$ cat src/rtl/msk_rnd_pkg.sv
// Shared constants for the HPC2 randomness source: share count, LFSR taps,
// controller state encoding and the HPC2 random-bit count.
package msk_rnd_pkg;

  localparam int DEFAULTSHARES = 2;

  // x^31 + x^28 + 1: feedback taps are state bits 30 and 27
  localparam int LFSR_LEN    = 31;
  localparam int LFSR_TAP_HI = 31;
  localparam int LFSR_TAP_LO = 28;

  localparam logic [1:0] ST_IDLE = 2'd0;
  localparam logic [1:0] ST_SEED = 2'd1;
  localparam logic [1:0] ST_WARM = 2'd2;
  localparam logic [1:0] ST_RUN  = 2'd3;

  // Same definition the HPC2 gadgets use for their rnd port width.
  function automatic int hpc2rnd_of(input int shares);
    return shares * (shares - 1) / 2;
  endfunction

endpackage

$ cat src/rtl/msk_lfsr31_lane.sv
// One 31-bit Fibonacci LFSR lane with load, step and hold; the MSB is the output bit.
module msk_lfsr31_lane
  import msk_rnd_pkg::*;
(
  input  logic                clk,
  input  logic                rst_n,
  input  logic                load_en,
  input  logic                step_en,
  input  logic [LFSR_LEN-1:0] load_val,
  output logic                rnd_bit
);

  logic [LFSR_LEN-1:0] lfsr_q, lfsr_d;
  logic                feedback;

  assign feedback = lfsr_q[LFSR_TAP_HI-1] ^ lfsr_q[LFSR_TAP_LO-1];

  always_comb begin
    lfsr_d = lfsr_q;
    if (load_en) begin
      // all-zero is the lock-up state of this LFSR, so it is never loaded
      lfsr_d = (load_val == '0) ? LFSR_LEN'(1) : load_val;
    end else if (step_en) begin
      lfsr_d = {lfsr_q[LFSR_LEN-2:0], feedback};
    end
  end

  always_ff @(posedge clk or negedge rst_n) begin
    if (!rst_n) begin
      lfsr_q <= LFSR_LEN'(1);
    end else begin
      lfsr_q <= lfsr_d;
    end
  end

  assign rnd_bit = lfsr_q[LFSR_LEN-1];

endmodule

$ cat src/rtl/msk_rnd_source_hpc2.sv
// Randomness source for HPC2 gadget arrays: serially seeded LFSR lanes,
// warm-up after each seed, then one fresh word per consumed cycle.
module msk_rnd_source_hpc2
  import msk_rnd_pkg::*;
#(
  parameter  int d       = DEFAULTSHARES,
  parameter  int WARMUP  = 64,
  localparam int HPC2RND = hpc2rnd_of(d)
) (
  input  logic               clk,
  input  logic               rst_n,
  input  logic [31:0]        seed_in,
  input  logic               seed_valid,
  output logic               seed_ready,
  output logic [HPC2RND-1:0] rnd_out,
  output logic               rnd_valid,
  input  logic               rnd_ready,
  output logic               busy
);

  localparam int CNT_W  = (HPC2RND > 1) ? $clog2(HPC2RND + 1) : 1;
  localparam int WARM_W = $clog2(WARMUP + 1);

  logic [1:0]         state_q, state_d;
  logic [CNT_W-1:0]   cnt_q, cnt_d;
  logic [WARM_W-1:0]  warm_q, warm_d;
  logic               seed_fire;
  logic               step_en;
  logic [HPC2RND-1:0] load_en;

  // Outputs decode state only, so no input reaches an output combinationally.
  assign seed_ready = (state_q != ST_WARM);
  assign rnd_valid  = (state_q == ST_RUN);
  assign busy       = (state_q == ST_SEED) || (state_q == ST_WARM);
  assign seed_fire  = seed_valid && seed_ready;

  // A reseed beat in RUN overwrites lane 0, so that cycle never steps.
  assign step_en = (state_q == ST_WARM) ||
                   ((state_q == ST_RUN) && rnd_ready && !seed_fire);

  always_comb begin
    state_d = state_q;
    cnt_d   = cnt_q;
    warm_d  = warm_q;
    case (state_q)
      ST_IDLE, ST_RUN: begin
        if (seed_fire) begin
          if (HPC2RND == 1) begin
            state_d = ST_WARM;
            warm_d  = '0;
          end else begin
            state_d = ST_SEED;
            cnt_d   = CNT_W'(1);
          end
        end
      end
      ST_SEED: begin
        if (seed_fire) begin
          if (cnt_q == CNT_W'(HPC2RND - 1)) begin
            state_d = ST_WARM;
            cnt_d   = '0;
            warm_d  = '0;
          end else begin
            cnt_d = cnt_q + CNT_W'(1);
          end
        end
      end
      default: begin
        if (warm_q == WARM_W'(WARMUP - 1)) begin
          state_d = ST_RUN;
          warm_d  = '0;
        end else begin
          warm_d = warm_q + WARM_W'(1);
        end
      end
    endcase
  end

  always_ff @(posedge clk or negedge rst_n) begin
    if (!rst_n) begin
      state_q <= ST_IDLE;
      cnt_q   <= '0;
      warm_q  <= '0;
    end else begin
      state_q <= state_d;
      cnt_q   <= cnt_d;
      warm_q  <= warm_d;
    end
  end

  generate
    for (genvar gi = 0; gi < HPC2RND; gi++) begin : g_lane
      // Lane 0 is loaded by the first beat (from IDLE or RUN), others by the lane counter.
      assign load_en[gi] = seed_fire &&
          (((gi == 0) && ((state_q == ST_IDLE) || (state_q == ST_RUN))) ||
           ((state_q == ST_SEED) && (cnt_q == CNT_W'(gi))));

      msk_lfsr31_lane u_lane (
        .clk      (clk),
        .rst_n    (rst_n),
        .load_en  (load_en[gi]),
        .step_en  (step_en),
        .load_val (seed_in[LFSR_LEN-1:0]),
        .rnd_bit  (rnd_out[gi])
      );
    end
  endgenerate

endmodule
$ cat config.mk
export PLATFORM = sky130hd
export DESIGN_NAME = msk_rnd_source_hpc2
export DESIGN_NICKNAME = d
export VERILOG_FILES = /design/src/rtl/msk_rnd_pkg.sv /design/src/rtl/msk_lfsr31_lane.sv /design/src/rtl/msk_rnd_source_hpc2.sv
export SDC_FILE = /design/constraint.sdc
export NUM_CORES = 1
export LEC_CHECK = 0
export CAP_MARGIN = 10
export CORE_MARGIN = 8
export CORE_UTILIZATION = 50
export DETAILED_ROUTE_END_ITERATION = 8
export HOLD_SLACK_MARGIN = 0.02
export PLACE_DENSITY = 0.8
export REMOVE_ABC_BUFFERS = 1
export SLEW_MARGIN = 20
export SYNTH_ARGS = -nofsm -noshare
export SYNTH_HDL_FRONTEND = slang
export SYNTH_SLANG_ARGS = --single-unit
$ cat constraint.sdc
create_clock -name clk -period 1.9 [get_ports clk]
set_input_delay 0.19 -clock clk [delete_from_list [all_inputs] [get_ports clk]]
set_output_delay 0.19 -clock clk [all_outputs]
set_load 0.005 [all_outputs]
## Yosys cells after proc, flatten, opt, wreduce, memory -nomap -nowiden

Cells that the tools add are included.

| cells by class | value |
|---|---|
| bitwise logic cells | 2 |
| eq/ne operators | 8 |
| reductions and logical operators | 18 |
| muxes and demuxes | 14 |
| add/sub/neg operators | 2 |

Operator list:

| operator | number |
|---|---|
| $mux W31 | 3 |
| $logic_not A31 Y1 | 1 |
| $mux W7 | 4 |
| $pmux W7 S2 | 1 |
| $mux W2 | 4 |
| $ne A2 B2 Y1 const B | 4 |
| $add A7 B1 Y7 const B | 1 |
| $eq A7 B6 Y1 const B | 1 |
| $logic_and A1 B1 Y1 | 5 |
| $eq A2 B2 Y1 const B | 2 |
| $logic_or A1 B1 Y1 | 4 |
| $pmux W2 S2 | 1 |
| $reduce_and A4 Y1 | 1 |
| $reduce_and A3 Y1 | 1 |
| $reduce_bool A3 Y1 | 1 |
| $eq A2 B1 Y1 const B | 1 |
| $logic_not A2 Y1 | 1 |
| $reduce_and A2 Y1 | 1 |
| $reduce_bool A2 Y1 | 1 |
| $reduce_or A2 Y1 | 1 |
| $add A1 B1 Y1 const B | 1 |
| $logic_not A1 Y1 | 1 |
| $mux W1 | 1 |
| $not A1 Y1 | 1 |
| $xor A1 B1 Y1 | 1 |

| word-level totals | value |
|---|---|
| word-level logic and storage cells | 48 |
| bits in registers | 41 |
| output and inout port bits | 4 |

## Longest topological paths before layout

Gate-level depths: netlist of the first run.

| logic depth | value |
|---|---|
| word-level depth | 7 |
| depth in mapped cells | 8 |
| gate-level depth less buffers | 6 |

## Hierarchy

A second synthesis of the first run with hierarchy kept.

| unflattened totals | value |
|---|---|
| cells, all modules | 212 |
| area, all modules | 2095.8 µm² |

Modules (own cells, without submodules):

| module | instances | cells each | area an instance (µm²) |
|---|---|---|---|
| msk_lfsr31_lane | 1 | 148 | 1531.5 |
| msk_rnd_source_hpc2 | 1 | 64 | 564.3 |

## Worst setup path before layout of the first run

OpenSTA, ideal clock, no wires.

| path | value |
|---|---|
| path kind | reg2reg |
| start point | register state_q[0] |
| end point | register state_q[0] |
| slack | 0.291 ns |
| required time | 1.779 ns |
| arrival time | 1.488 ns |
| stages on the path, launching flop included | 7 |
| library setup time | 0.121 ns |
| clock period less this slack | 1.609 ns |
| path through | dfrtp_1 inv_1 ha_1 or2_2 nor4_2 a21oi_1 o22a_1 |

| on the way | value |
|---|---|
| longest elaborated chain between the ends | 4 |
| elaborated cells between the ends (all ways) | 12 |

RTL lines:

| element | RTL line | RTL |
|---|---|---|
| from (decl) | msk_rnd_source_hpc2.sv:24 | `logic [1:0] state_q, state_d;` |
| from (signal assigned) | msk_rnd_source_hpc2.sv:85 | `state_q <= state_d;` |
| $eq A2 B2 Y1, or another cell as far along | msk_rnd_source_hpc2.sv:45 | `case (state_q)` |
| $reduce_or A2 Y1 / $logic_and A1 B1 Y1 (equally long branches) | msk_rnd_source_hpc2.sv:45, msk_rnd_source_hpc2.sv:35 |  |
| $ne A2 B2 Y1 (no line) / $reduce_bool A3 Y1 (equally long branches) | n/a |  |
| $reduce_and A4 Y1 (no line) | n/a |  |

Several ways; a longest one is shown, not always the timed one.
A chain may end at the register's enable or synchronous reset.

## Final worst setup path of the first run

| path | value |
|---|---|
| start point | register state_q[0] |
| end point | output busy |

| on the way | value |
|---|---|
| longest elaborated chain between the ends | 2 |
| elaborated cells between the ends (all ways) | 3 |

RTL lines:

| element | RTL line | RTL |
|---|---|---|
| $eq A2 B1 Y1 / $eq A2 B2 Y1 (equally long branches) | msk_rnd_source_hpc2.sv:34 | `assign busy = (state_q == ST_SEED) \|\| (state_q == ST_WARM);` |
| $logic_or A1 B1 Y1 (*) | msk_rnd_source_hpc2.sv:34 |  |
| to (decl) | msk_rnd_source_hpc2.sv:18 | `output logic busy` |

Mark *: on every way between the ends. The rest lies on a longest branch, timed or not.

==> results of run 1 <==
[sequential cells by signal, summed over array words and instances, names as in the netlist]
name,cells
g_lane.u_lane.lfsr_q,31
warm_q,7
state_q,2
[cell families after synthesis]
family	Yosys count	synth area share, %
buffers and inverters	16	4.95
XOR/XNOR	2	0.924
flip-flops	40	52.8
adder cells (fa/ha/maj)	4	2.64
AO/OA/AOI/OAI	51	16.9
AND/OR/NAND/NOR	93	21.8
[final cells by class]
class | count | share of cell area [%]
repair buffers | 47 | 18.8
inverters | 6 | 0.924
clock buffers | 5 | 2.82
flip-flops and latches | 40 | 41.1
multi-input cells | 150 | 33.1
clock inverters | 3 | 0.770
well taps | 48 | 2.46
[layer usage]
layer,GRT usage (%),vias to the layer above
met1,17.3,779
met5,0,-
met2,24.6,43
met4,3.96,0
li1,-,824
met3,4.49,4
[worst paths after layout]
| kind | end | start | slack, ps |
|---|---|---|---|
| min in group clk | g_lane[0].u_lane.lfsr_q[23] | g_lane[0].u_lane.lfsr_q[22] | 510 |
| worst max register to register | state_q[0] | state_q[0] | 150 |
| max in group asynchronous | g_lane[0].u_lane.lfsr_q[0] | rst_n | 1060 |
| worst min-delay path | g_lane[0].u_lane.lfsr_q[22] | rst_n | 480 |
| worst min register to register | g_lane[0].u_lane.lfsr_q[23] | g_lane[0].u_lane.lfsr_q[22] | 510 |
| worst max-delay path | busy | state_q[0] | 80 |
[cell usage in the layout, fill, tap and decap left out, types with 2 or more instances in the layout]
| master | instances |
|---|---|
| nand3_1 | 2 |
| nor4_1 | 7 |
| clkdlybuf4s50_1 | 37 |
| nand2_1 | 7 |
| o21ai_0 | 3 |
| nor3_1 | 2 |
| dfrtp_1 | 39 |
| nand3_2 | 2 |
| inv_1 | 5 |
| clkinv_2 | 2 |
| a21oi_1 | 5 |
| nand4_1 | 2 |
| o21a_1 | 2 |
| xnor2_1 | 2 |
| nor2_1 | 67 |
| o21ai_1 | 4 |
| o22ai_1 | 30 |
| buf_4 | 7 |
| ha_1 | 4 |
| clkbuf_8 | 5 |
[worst max-delay path, cell delays in order (launching register included)]
cell,delay (ps)
dfrtp_1,400
inv_1,60
ha_1,330
inv_1,70
clkdlybuf4s50_1,490
[timing repair]
action / in CTS / in global routing
hold buffers: 1 / 0
gates resized for setup: 0 / 1
endpoints found under the setup margin: 0 / 1
buffers inserted: 0 / 2
endpoints found under the hold margin: 39 / 0
[power by group]
group	internal (mW)	switching, mW	total, mW	leakage (nW)
Clock	0.256	0.290	0.546	0.0479
Sequential	1.22	0.219	1.43	0.447
Combinational	0.495	0.501	0.995	0.476
[metrics by stage]
step	power, mW	setup TNS [ps]	utilization (%)	instance area, µm²	hold WS (ps)
floorplan	2.05	-8570	-	1830	-106
global placement	2.37	0	63.5	2320	275
detailed placement	2.42	0	63.5	2320	279
CTS	2.98	0	66.2	2420	497
global route	3.19	0	66.6	2440	526
finish	2.98	0	66.6	2440	475
==> reports/metrics.yaml, run 1 <==
outcome: "complete, no violations"
ys_types: 30
htree_levels: 2
p_leak_nw: 0.971
finalSetupViolCount: 0
synth_commonest_cells: "nor2_1, dfrtp_1, o22ai_1"
std_cell_rows: 22
global_route.overflow_total: 0
wl_per_cell_um: 14.7
setup_ws_ps: 81.4
ff2ff_path_depth: 6
synthCells: 206
nFillCells: 305
fin_crit_sh_pct: 95.7
ys_warn_count: 0
top_layer_used: "met4"
seq_area_mm2: 0.00100
antenna_found_initial: 0
antenna_violating_nets_post_route: 0
layout.nets: 290
slew_viol_final: 0
die_y_um: 77.6
synth-seq-cells: 40
dp_hpwl_um: 3020
drt-total-wl_um: 4390
critPathLaunchType: "flip-flop"
io_pins: 40
dp_slack_ps: 172
area_growth_pct: 28.5
worst_clock_skew_ps: 4.72
critPathRequiredTime_ps: 1710
hold_violations: 0
core_area_mm2: 0.00366
synth.avg_cell_area_um2: 9.21
grt_use_total_pct: 14.5
grt_pass1_wl_um: 7310
drcViolationCount: 0
syn_area_mm2: 0.00190
grt_max_degree: 41
max-slew-margin-rel_pct: 66.9
cts.clk_slew.worst_paths_ps: 80
synth_edf_count: 0
cp-end-kind: "output pin"
final.min_clock_period_ps: 1820
final_cells: 299
io_buffers: 38
rsz0062_at_grt: "no"
cts-root-buf: "clkbuf_8"
p_per_area_mw_per_mm2: 1220
cts_tree: "built"
clockBufferDepth: 2
diodes: 0
path_max_fanout: 4
cts_sinks: 40
drv_cap: 0
vdd_drop_max_mv: 0.696
die_w_um: 77.6
dp_cells: 288
yosysSeqAreaShare_pct: 52.8
async_flop_share_pct: 100
yosysTopAreaCellShare_pct: 51.5
grt_pass1_vias: 1616
vias_per_cell: 5.52
ys.flop_type: "dfrtp_1"
fmax_mhz: 550
worstSetupPathType: "flip-flop to output pin"
worst_pin_slew_ps: 496
drive_above_1_share_pct: 10.4
yosysMostFrequentCell: "nor2_1"
multi_input_area_um2: 807
ys_top_cells_by_area: "dfrtp_1, nor2_1, o22ai_1"
start_util_pct: 51.8
arrival_ps: 1630
die-area_mm2: 0.00602
place_congestion: 0.822
synth_top_cell_by_area: "dfrtp_1"
num_vias: 1650
dr.pass1.iters: 4
drt_iter0_drc: 115
cts_buffers: 5
met2RoutedLength_um: 2190
insertion_delay_ps: 290
wl_met1_um: 1940
min_path_type: "primary input to async pin"
dr_wl_met3_um: 236
(Power assumes the default switching activity.)
==> inputs of run 2 (changes only) <==
--- a/config.mk
+++ b/config.mk
@@ -7,10 +7,10 @@
 export LEC_CHECK = 0
 export CAP_MARGIN = 10
 export CORE_MARGIN = 8
-export CORE_UTILIZATION = 50
+export CORE_UTILIZATION = 40
 export DETAILED_ROUTE_END_ITERATION = 8
 export HOLD_SLACK_MARGIN = 0.02
-export PLACE_DENSITY = 0.8
+export PLACE_DENSITY = 0.66
 export REMOVE_ABC_BUFFERS = 1
 export SLEW_MARGIN = 20
 export SYNTH_ARGS = -nofsm -noshare
==> reports/metrics.yaml, run 2 (synthesis results as in run 1) <==
layout.nets: 289  # -0.34%
dr.pass1.iters: 4  # unchanged
grt_pass1_wl_um: 7620  # +4.2%
worst_pin_slew_ps: 504  # +7.54 ps
drcViolationCount: 0  # unchanged
drt_iter0_drc: 134  # +17%
worst_hold_slack_ps: 475  # +0.160 ps
met1_usage_pct: 15.2  # -2.1 points
fin_crit_sh_pct: 97.1  # +1.3 points
die_y_um: 84.9  # +9.4%
vdd_drop_max_mv: 0.597  # -14%
cts_sinks: 40  # unchanged
io_pins: 40  # unchanged
insertion_delay_ps: 290  # about the same
grt_use_total_pct: 12.8  # -1.7 points
vias_per_cell: 5.38  # -2.4%
std_cell_rows: 25  # +14%
top_regs: "g_lane.u_lane.lfsr_q x31, warm_q x7, state_q x2"
critPathLaunchType: "flip-flop"
path_max_fanout: 9  # +5
final_common_cell: "nor2_1"
critPathRequiredTime_ps: 1710  # about the same
drive_above_1_share_pct: 10.4  # +0.041 points
cts-root-buf: "clkbuf_8"
largest_register_ffs: 31  # unchanged
drt-total-wl_um: 4370  # -0.66%
start_util_pct: 40.7  # -11 points
num_vias: 1637  # -0.79%
worst_clock_skew_ps: 10.0  # +5.31 ps
diodes: 0  # unchanged
grt_util_met3_pct: 3.57  # -0.92 points
htree_levels: 2  # unchanged
area_growth_pct: 29.8
hold_violations: 0  # unchanged
place_congestion: 0.813  # -1.0%
cts.clk_slew.worst_paths_ps: 80  # about the same
die-area_mm2: 0.00720  # +20%
outcome: "complete, no violations"
grt_use_met2_pct: 21.2  # -3.4 points
worstSetupPathType: "flip-flop to output pin"
cts_buffers: 5  # unchanged
grt_pass1_vias: 1726  # +6.8%
final_cell_mix: "nor2_1, dfrtp_1, clkdlybuf4s50_1"
final.min_clock_period_ps: 1840  # +25.5 ps
p_per_area_mw_per_mm2: 1220  # about the same
cp-end-kind: "output pin"
busiest_layer: "met2"
max-slew-margin-rel_pct: 66.4  # -0.50 points
drv_cap: 0  # unchanged
global_route.overflow_total: 0  # unchanged
dp_slack_ps: 163  # -8.67 ps
die_w_um: 84.9  # +9.4%
antenna_violating_nets_post_route: 0  # unchanged
dp_hpwl_um: 3040  # +0.56%
antenna_found_initial: 0  # unchanged
nFillCells: 443  # +45%
min_path_type: "primary input to async pin"
setup_ws_ps: 55.9  # -25.5 ps
io_buffers: 38  # unchanged
grt_max_degree: 41  # unchanged
cts_tree: "built"
fmax_mhz: 542  # -1.4%
wl_per_cell_um: 14.4  # -2.3%
core_area_mm2: 0.00466  # +27%
top_register: "g_lane.u_lane.lfsr_q"
arrival_ps: 1650  # +20 ps
slew_viol_final: 0  # unchanged
p_leak_nw: 0.968  # -0.33%
finalSetupViolCount: 0  # unchanged
clockBufferDepth: 2  # unchanged
-- run 2: changes by cell type in the layout (fill, tap and decap cells not counted) --
cell        previous run  this run
buf_4                  7         5
clkinv_2               2         0
clkinvlp_4             0         2
buf_12                 1         2
clkbuf_8               5         6
clkinv_4               1         0
ha_1                   4         3
ha_2                   0         1
-- run 2: layout make-up --
cell class	instances	area (µm²)	area share (%)
flip-flops and latches	40	1000	40.7
multi-input cells	150	810	32.9
repair buffers	46	463	18.8
clock buffers	6	82.6	3.35
well taps	54	67.6	2.74
inverters	6	22.5	0.915
clock inverters	2	15.0	0.610
-- run 2: final timing paths --
kind                                        startpoint                          end  slack [ps]  depth (start not counted)
max                                         state_q[0]                   seed_ready          60                          4
min                                              rst_n  g_lane[0].u_lane.lfsr_q[22]         480                          3
max reg2reg                                 state_q[0]                   state_q[0]         170                          6
min reg2reg                g_lane[0].u_lane.lfsr_q[19]  g_lane[0].u_lane.lfsr_q[20]         510                          2
max in group asynchronous                        rst_n   g_lane[0].u_lane.lfsr_q[0]        1060                          3
min in group clk           g_lane[0].u_lane.lfsr_q[19]  g_lane[0].u_lane.lfsr_q[20]         510                          2
-- run 2: power breakdown --
group | leakage [nW] | total, mW | switching (mW) | internal, mW
clock | 0.0434 | 0.601 | 0.307 | 0.294
sequential | 0.447 | 1.43 | 0.213 | 1.22
combinational | 0.478 | 0.974 | 0.488 | 0.485
-- run 2: through the flow --
stage               power (mW)  util, %  instance area (µm²)  cells  TNS [ps]
floorplan                 2.05        -                 1830    196     -8570
global placement          2.39     50.1                 2340    293         0
detailed placement        2.42     50.1                 2340    293         0
CTS                       3.04     52.5                 2450    302         0
global route              3.24     52.8                 2460    304     -1.19
finish                    3.00     52.8                 2460    304         0
-- run 2: worst max-delay path, stage by stage (launching register included) --
cell and delay (ps):
dfrtp_1 400, inv_1 60, ha_2 250, inv_2 130, clkdlybuf4s50_1 520
-- run 2: routing by layer --
layer / routed length, µm / vias to the layer above
li1: - / 821
met1: 2100 / 773
met2: 2000 / 36
met3: 211 / 7
met4: 54 / 0
met5: 0 / -
-- run 2: what timing repair did --
action / 4_1_cts / 5_1_grt
endpoints found under the hold margin: 39 / 0
buffers inserted: 0 / 2
endpoints found under the setup margin: 1 / 1
resized for setup: 2 / 0
hold buffers: 1 / 0
==> inputs of run 3 (changes only) <==
--- a/config.mk
+++ b/config.mk
@@ -7,10 +7,10 @@
 export LEC_CHECK = 0
 export CAP_MARGIN = 10
 export CORE_MARGIN = 8
-export CORE_UTILIZATION = 40
+export CORE_UTILIZATION = 50
 export DETAILED_ROUTE_END_ITERATION = 8
 export HOLD_SLACK_MARGIN = 0.02
-export PLACE_DENSITY = 0.66
+export PLACE_DENSITY = 0.8
 export REMOVE_ABC_BUFFERS = 1
 export SLEW_MARGIN = 20
 export SYNTH_ARGS = -nofsm -noshare
==> results of run 3 <==
Final layout, timing and power as in run 1 (identical DEF).
